--- config.mk ---
export PLATFORM = sky130hd
export DESIGN_NAME = branch_resolve_unit
export DESIGN_NICKNAME = d
export VERILOG_FILES = /design/src/rtl/bru_pkg.sv /design/src/rtl/bru_fifo.sv /design/src/rtl/branch_resolve_unit.sv
export SDC_FILE = /design/constraint.sdc
export NUM_CORES = 1
export LEC_CHECK = 0
export ABC_AREA = 1
export ABC_CLOCK_PERIOD_IN_PS = 4800
export CORE_MARGIN = 2
export CORE_UTILIZATION = 50
export DETAILED_ROUTE_END_ITERATION = 16
export HOLD_SLACK_MARGIN = 0.15
export PLACE_DENSITY = 0.75
export SLEW_MARGIN = 10
export SYNTH_ARGS = -nofsm -noshare
export SYNTH_HDL_FRONTEND = slang
export SYNTH_SLANG_ARGS = --single-unit
--- constraint.sdc ---
create_clock -name clk -period 4.8 [get_ports clk]
set_clock_uncertainty 0.2 [all_clocks]
set_input_delay 0.96 -clock clk [delete_from_list [all_inputs] [get_ports clk]]
set_output_delay 0.96 -clock clk [all_outputs]
set_load 0.02 [all_outputs]
--- src/rtl/bru_pkg.sv ---
// bru_pkg: shared entry type, FSM states and widths for the branch resolve unit
package bru_pkg;
    localparam int BRU_PC_W = 8;
    localparam int STAT_W   = 16;

    typedef struct packed {
        logic [BRU_PC_W-1:0] pc;
        logic                pred;
        logic [BRU_PC_W-1:0] target;
        logic [BRU_PC_W-1:0] pc_plus1;
    } bru_entry_t;

    typedef enum logic {NORMAL, RECOVER} bru_state_e;
endpackage

--- src/rtl/bru_fifo.sv ---
// bru_fifo: in-order branch tracking queue with wrap-around pointers
//   clk, reset  : clock, asynchronous active-high reset
//   push, din   : enqueue one entry
//   pop         : dequeue the head entry
//   clear       : discard every entry (dominates push/pop)
//   full, empty, count, head : occupancy status and oldest entry
module bru_fifo
    import bru_pkg::*;
#(
    parameter int DEPTH = 4,
    localparam int AW = $clog2(DEPTH)
) (
    input  logic       clk,
    input  logic       reset,
    input  logic       push,
    input  logic       pop,
    input  logic       clear,
    input  bru_entry_t din,
    output logic       full,
    output logic       empty,
    output logic [AW:0] count,
    output bru_entry_t head
);
    bru_entry_t mem [DEPTH];
    logic [AW:0] wr_ptr, rd_ptr;

    // the extra pointer bit separates full (tops differ) from empty (tops equal)
    assign count = wr_ptr - rd_ptr;
    assign empty = wr_ptr == rd_ptr;
    assign full  = (wr_ptr[AW] != rd_ptr[AW]) && (wr_ptr[AW-1:0] == rd_ptr[AW-1:0]);
    assign head  = mem[rd_ptr[AW-1:0]];

    always_ff @(posedge clk or posedge reset) begin
        if (reset) begin
            wr_ptr <= '0;
            rd_ptr <= '0;
        end else begin
            wr_ptr <= clear ? wr_ptr : wr_ptr + {{AW{1'b0}}, push};
            rd_ptr <= clear ? wr_ptr : rd_ptr + {{AW{1'b0}}, pop};
        end
    end

    always_ff @(posedge clk)
        if (push && !clear) mem[wr_ptr[AW-1:0]] <= din;
endmodule

--- src/rtl/branch_resolve_unit.sv ---
// branch_resolve_unit: resolves the oldest predicted branch, redirects on mispredict, trains the BHT
//   inputs : clk, reset (async, active-high), push/push_pc/push_pred/push_target/push_pc_plus1,
//            resolve/resolve_taken/resolve_target
//   outputs: full, count, flush, corrected_pc, upd_valid, upd_index, upd_taken, err_ovf, err_unf
//   BRU_STATS_EN defined: adds saturating stat_branches and stat_mispredicts counters
module branch_resolve_unit
    import bru_pkg::*;
#(
    parameter int PC_W  = BRU_PC_W,
    parameter int DEPTH = 4,
    parameter int IDX_W = 6
) (
    input  logic                     clk,
    input  logic                     reset,
    input  logic                     push,
    input  logic [PC_W-1:0]          push_pc,
    input  logic                     push_pred,
    input  logic [PC_W-1:0]          push_target,
    input  logic [PC_W-1:0]          push_pc_plus1,
    input  logic                     resolve,
    input  logic                     resolve_taken,
    input  logic [PC_W-1:0]          resolve_target,
    output logic                     full,
    output logic [$clog2(DEPTH):0]   count,
    output logic                     flush,
    output logic [PC_W-1:0]          corrected_pc,
    output logic                     upd_valid,
    output logic [IDX_W-1:0]         upd_index,
    output logic                     upd_taken,
    output logic                     err_ovf,
    output logic                     err_unf
`ifdef BRU_STATS_EN
    ,
    output logic [STAT_W-1:0]        stat_branches,
    output logic [STAT_W-1:0]        stat_mispredicts
`endif
);
    bru_state_e state, state_nx;
    bru_entry_t head, din;
    logic empty, in_rec, do_res, mis, push_ok, fifo_push;

    assign din = '{pc: push_pc, pred: push_pred, target: push_target, pc_plus1: push_pc_plus1};

    bru_fifo #(.DEPTH(DEPTH)) u_fifo (
        .clk   (clk),
        .reset (reset),
        .push  (fifo_push),
        .pop   (do_res && !mis),
        .clear (mis),
        .din   (din),
        .full  (full),
        .empty (empty),
        .count (count),
        .head  (head)
    );

    always_ff @(posedge clk or posedge reset) begin
        if (reset) state <= NORMAL;
        else       state <= state_nx;
    end

    always_comb state_nx = (state == NORMAL && mis) ? RECOVER : NORMAL;

    always_comb in_rec = state == RECOVER;

    // during RECOVER both ports carry wrong-path traffic and are ignored silently
    assign do_res    = resolve && !empty && !in_rec;
    assign mis       = do_res && ((head.pred != resolve_taken) ||
                       (head.pred && resolve_taken && head.target != resolve_target));
    assign push_ok   = push && !in_rec && !mis;
    assign fifo_push = push_ok && (!full || do_res);

    always_ff @(posedge clk or posedge reset) begin
        if (reset) begin
            flush        <= 1'b0;
            corrected_pc <= '0;
            upd_valid    <= 1'b0;
            upd_index    <= '0;
            upd_taken    <= 1'b0;
            err_ovf      <= 1'b0;
            err_unf      <= 1'b0;
        end else begin
            flush     <= mis;
            upd_valid <= do_res;
            if (do_res) begin
                upd_index <= head.pc[IDX_W-1:0];
                upd_taken <= resolve_taken;
            end
            if (mis) corrected_pc <= resolve_taken ? resolve_target : head.pc_plus1;
            err_ovf <= err_ovf || (push_ok && full && !do_res);
            err_unf <= err_unf || (resolve && empty && !in_rec);
        end
    end

`ifdef BRU_STATS_EN
    always_ff @(posedge clk or posedge reset) begin
        if (reset) begin
            stat_branches    <= '0;
            stat_mispredicts <= '0;
        end else begin
            if (do_res && stat_branches != '1) stat_branches <= stat_branches + STAT_W'(1);
            if (mis && stat_mispredicts != '1) stat_mispredicts <= stat_mispredicts + STAT_W'(1);
        end
    end
`endif
endmodule

==> key figures <==
STA
  – Final setup vio count: 0
  – Final hold violation count: 0
  – Tcrit/Tclk final: 80.4%
  – Fin crit period: 3.86 ns
  – Number of max-slew violations in the final report: 0
  – RSZ-0062 raised after global routing: no
  – Setup TNS: 0 ns
  – Slew headroom: 28.4%
  – Max Clk Rate: 0.259 GHz
  – Slew @ Worst Pin: 1.07 ns

Clocking
  – Root Buffer: clkbuf_8
  – TritonCTS Buffers: 17
  – Clock latency on the worst-skew pair: 0.52 ns
  – Setup bufs post-CTS: 0
  – H-tree lvl count: 4
  – CTS tree: built
  – Clock sink count: 118
  – Clk slew on worst S/H paths: 0.06 ns
  – Maximum buffer depth of the clock tree: 2
  – Post-CTS sizing: 0
  – Hold_buf cts: 0

Synthesis
  – Syn Area/Cell: 11.2 um2
  – Post-Synth Adder-Cell Area: 2.18%
  – Post-Synthesis Cells: 439
  – Syn Nets: 485
  – Synth Area in Simple Gates: 17.7%
  – Largest family of logic cells by synthesized area: simple AND/OR/NAND/NOR gates
  – Yosys warns: 0
  – Post-synthesis cell type count: 27
  – Synth Register Bits: 118
  – Post-synth EDFFs: 92
  – Mux contribution to synthesized area: 0%
  – Synth Area in Compound Gates: 5.98%
  – Mapped Area: 4940 um2
  – Ys flop type: edfxtp_1
  – XOR/XNOR Fraction of Synth Area: 0.532%
  – Sequential area share after synthesis: 69.1%
  – Share of synthesized registers carrying an async set or reset: 22.0%

Job
  – Number of max-cap violations: 0

Placement
  – RePlAce Congestion: 0.774
  – Placed cell count: 618
  – DP Wirelength: 6240 um
  – Post-placement cell area: 5630 um2
  – Number of port buffers: 58

Layout
  – Finished Layout Cells: 650
  – Area grow syn2layout: 26.9%
  – N_diodes: 0
  – Commonest non-fill, non-tap cell in the layout: nand2_1
  – Leading cell types in the layout, fill and taps excluded: nand2_1, edfxtp_1, clkdlybuf4s50_1, nor2_1, nand3_1
  – Filler instances: 710
  – Fin nets: 550
  – Layout cells sized above 1: 9.48%
  – Post-route core utilization: 64.7%
  – Design area: 6260 um2

Setup path
  – CP delay by family, top: simple AND/OR/NAND/NOR gates
  – Worst path depth: 14
  – CP peak stage delay: 0.67 ns
  – CP Capture Type: register
  – Worst EP required: 4.77 ns
  – R2R Path End: u_fifo.mem[1][1]
  – Critical path, cell by cell: inv_2, nand2_1, nand3_1, nand3_1, nand2_1, nand2_1, nor2_1, nand2_1, nand2_1, nand2_2, nand2_4, nand2_2, nor2_2, buf_4
  – CP Max Fanout: 46
  – RR Startpoint: u_fifo.rd_ptr[0]
  – Critical path buffer and inverter count: 2
  – Worst setup SP type: register
  – CP max-delay cell: inv_2
  – Worst setup path category: reg2reg
  – Critical path data arrival time: 3.83 ns
  – Cell repeated most along the worst path: nand2_1
  – Cells on worst reg2reg path: 14
  – Worst R2R Setup Slack: 0.94 ns

Routing
  – Detailed-route via count: 3462
  – DRC viols: 0
  – Post-route ant nets: 0
  – DRT Wirelength: 10900 um
  – Vias/cell: 5.33
  – Wire length per cell: 16.8 um
  – First DRT Iteration DRCs: 196
  – Router iterations before antenna repair: 5

Floorplan
  – I/O pin count: 61
  – Site Rows: 36
  – Chip height: 103 um
  – Initial Utilization: 51.0%
  – Core outline area: 9680 um2
  – Chip width: 103 um
  – Die area: 10700 um2

Pwr
  – Part of the power in the clock network: 30.7%
  – Switch share: 34.5%
  – Power Density: 689 nW/um2
  – Net Sw Power: 1.49 mW
  – Leak Pwr: 2.55 nW
  – Comb pwr share: 34.6%
  – Flop pwr share: 34.7%
  – Worst VDD drop: 0.254 mV
  – Internal: 2.83 mW

Outcome
  – Status: finished clean

Global routing
  – Total track usage: 22.1%
  – Total global routing overflow: 0
  – Largest net degree at the start of global routing: 47
  – Number of global-route vias before repair: 3496
  – Initial antenna violation count: 0
  – First-pass GRT wire length: 17000 um

Hold path
  – Hold path endpoint: err_unf
  – Tightest Hold Check Type: reg2reg
  – Hold Crit Start: err_unf
  – Hold depth: 1
## state kept, by name, indices dropped and copies added (netlist names)
signal / count
flush: 1
u_fifo.wr_ptr: 3
upd_taken: 1
corrected_pc: 8
upd_index: 6
err_ovf: 1
u_fifo.rd_ptr: 3
in_rec: 1
err_unf: 1
u_fifo.mem: 92
upd_valid: 1
## per-layer routing
metal,part of all wire [%],GRT usage [%]
met1,40,25.4
met5,0,0
met4,2.1,11.5
met2,52,37.4
met3,5.7,6.32
## cell usage after synthesis (2+ instances only)
| master | instances | area share, % |
|---|---|---|
| nand2_2 | 2 | 0.25 |
| edfxtp_1 | 92 | 56 |
| nor2_1 | 40 | 3.0 |
| nand3_1 | 34 | 3.4 |
| o21ai_0 | 22 | 2.2 |
| nand2_1 | 136 | 10 |
| ha_1 | 7 | 1.8 |
| buf_6 | 5 | 1.1 |
| a31oi_1 | 6 | 0.76 |
| clkbuf_1 | 7 | 0.53 |
| xor2_1 | 3 | 0.53 |
| inv_2 | 2 | 0.15 |
| inv_1 | 24 | 1.8 |
| a32o_1 | 8 | 1.6 |
| buf_2 | 6 | 0.61 |
| a21oi_1 | 9 | 0.91 |
| dfrtp_1 | 26 | 13 |
## kinds of logic after synthesis
group,after synthesis
xor gates and xnor gates,3
adders and majority gates,8
DFF,118
and+or+nand+nor,216
AOI/OAI and AO/OA,48
buffers and inverters,46
## stage by stage
stage | setup WS (ns) | hold WS [ns] | total power [mW]
2_1_floorplan | 1.38 | 0.320 | 2.48
3_3_place_gp | 1.20 | 0.252 | 2.92
6_report | 0.939 | 0.275 | 4.31
4_1_cts | 0.999 | 0.282 | 4.33
5_1_grt | 0.674 | 0.299 | 4.56
3_5_place_dp | 1.17 | 0.269 | 2.98
## power groups by stage
stage | sequential (mW) | clock [mW] | combinational, mW
floorplan | 1.57 | 0 | 0.907
global placement | 1.50 | 0 | 1.42
detailed placement | 1.51 | 0 | 1.47
CTS | 1.49 | 1.33 | 1.50
global route | 1.52 | 1.37 | 1.67
finish | 1.50 | 1.32 | 1.49
## how the worst max path moves through the flow
stage                                  from           endpoint  slack, ns
after detailed placement   u_fifo.rd_ptr[0]  u_fifo.mem[2][10]       1.17
after global placement    resolve_target[7]   u_fifo.mem[1][6]       1.20
final                      u_fifo.rd_ptr[0]   u_fifo.mem[1][1]       0.94
after CTS                  u_fifo.rd_ptr[0]   u_fifo.mem[1][8]        1.0
after floorplan            u_fifo.rd_ptr[1]   u_fifo.mem[0][0]       1.38
after global routing       u_fifo.rd_ptr[0]   u_fifo.mem[3][8]       0.67
## layout make-up
| class | count | area (um2) | area share [%] |
|---|---|---|---|
| well taps | 133 | 166 | 2.66 |
| multi-input cells | 275 | 1310 | 21.0 |
| flip-flops and latches | 118 | 3410 | 54.5 |
| clock buffers | 24 | 490 | 7.83 |
| clock inverters | 8 | 143 | 2.28 |
| inverters | 26 | 97.6 | 1.56 |
| repair buffers | 66 | 641 | 10.2 |
(Power assumes the default switching activity.)
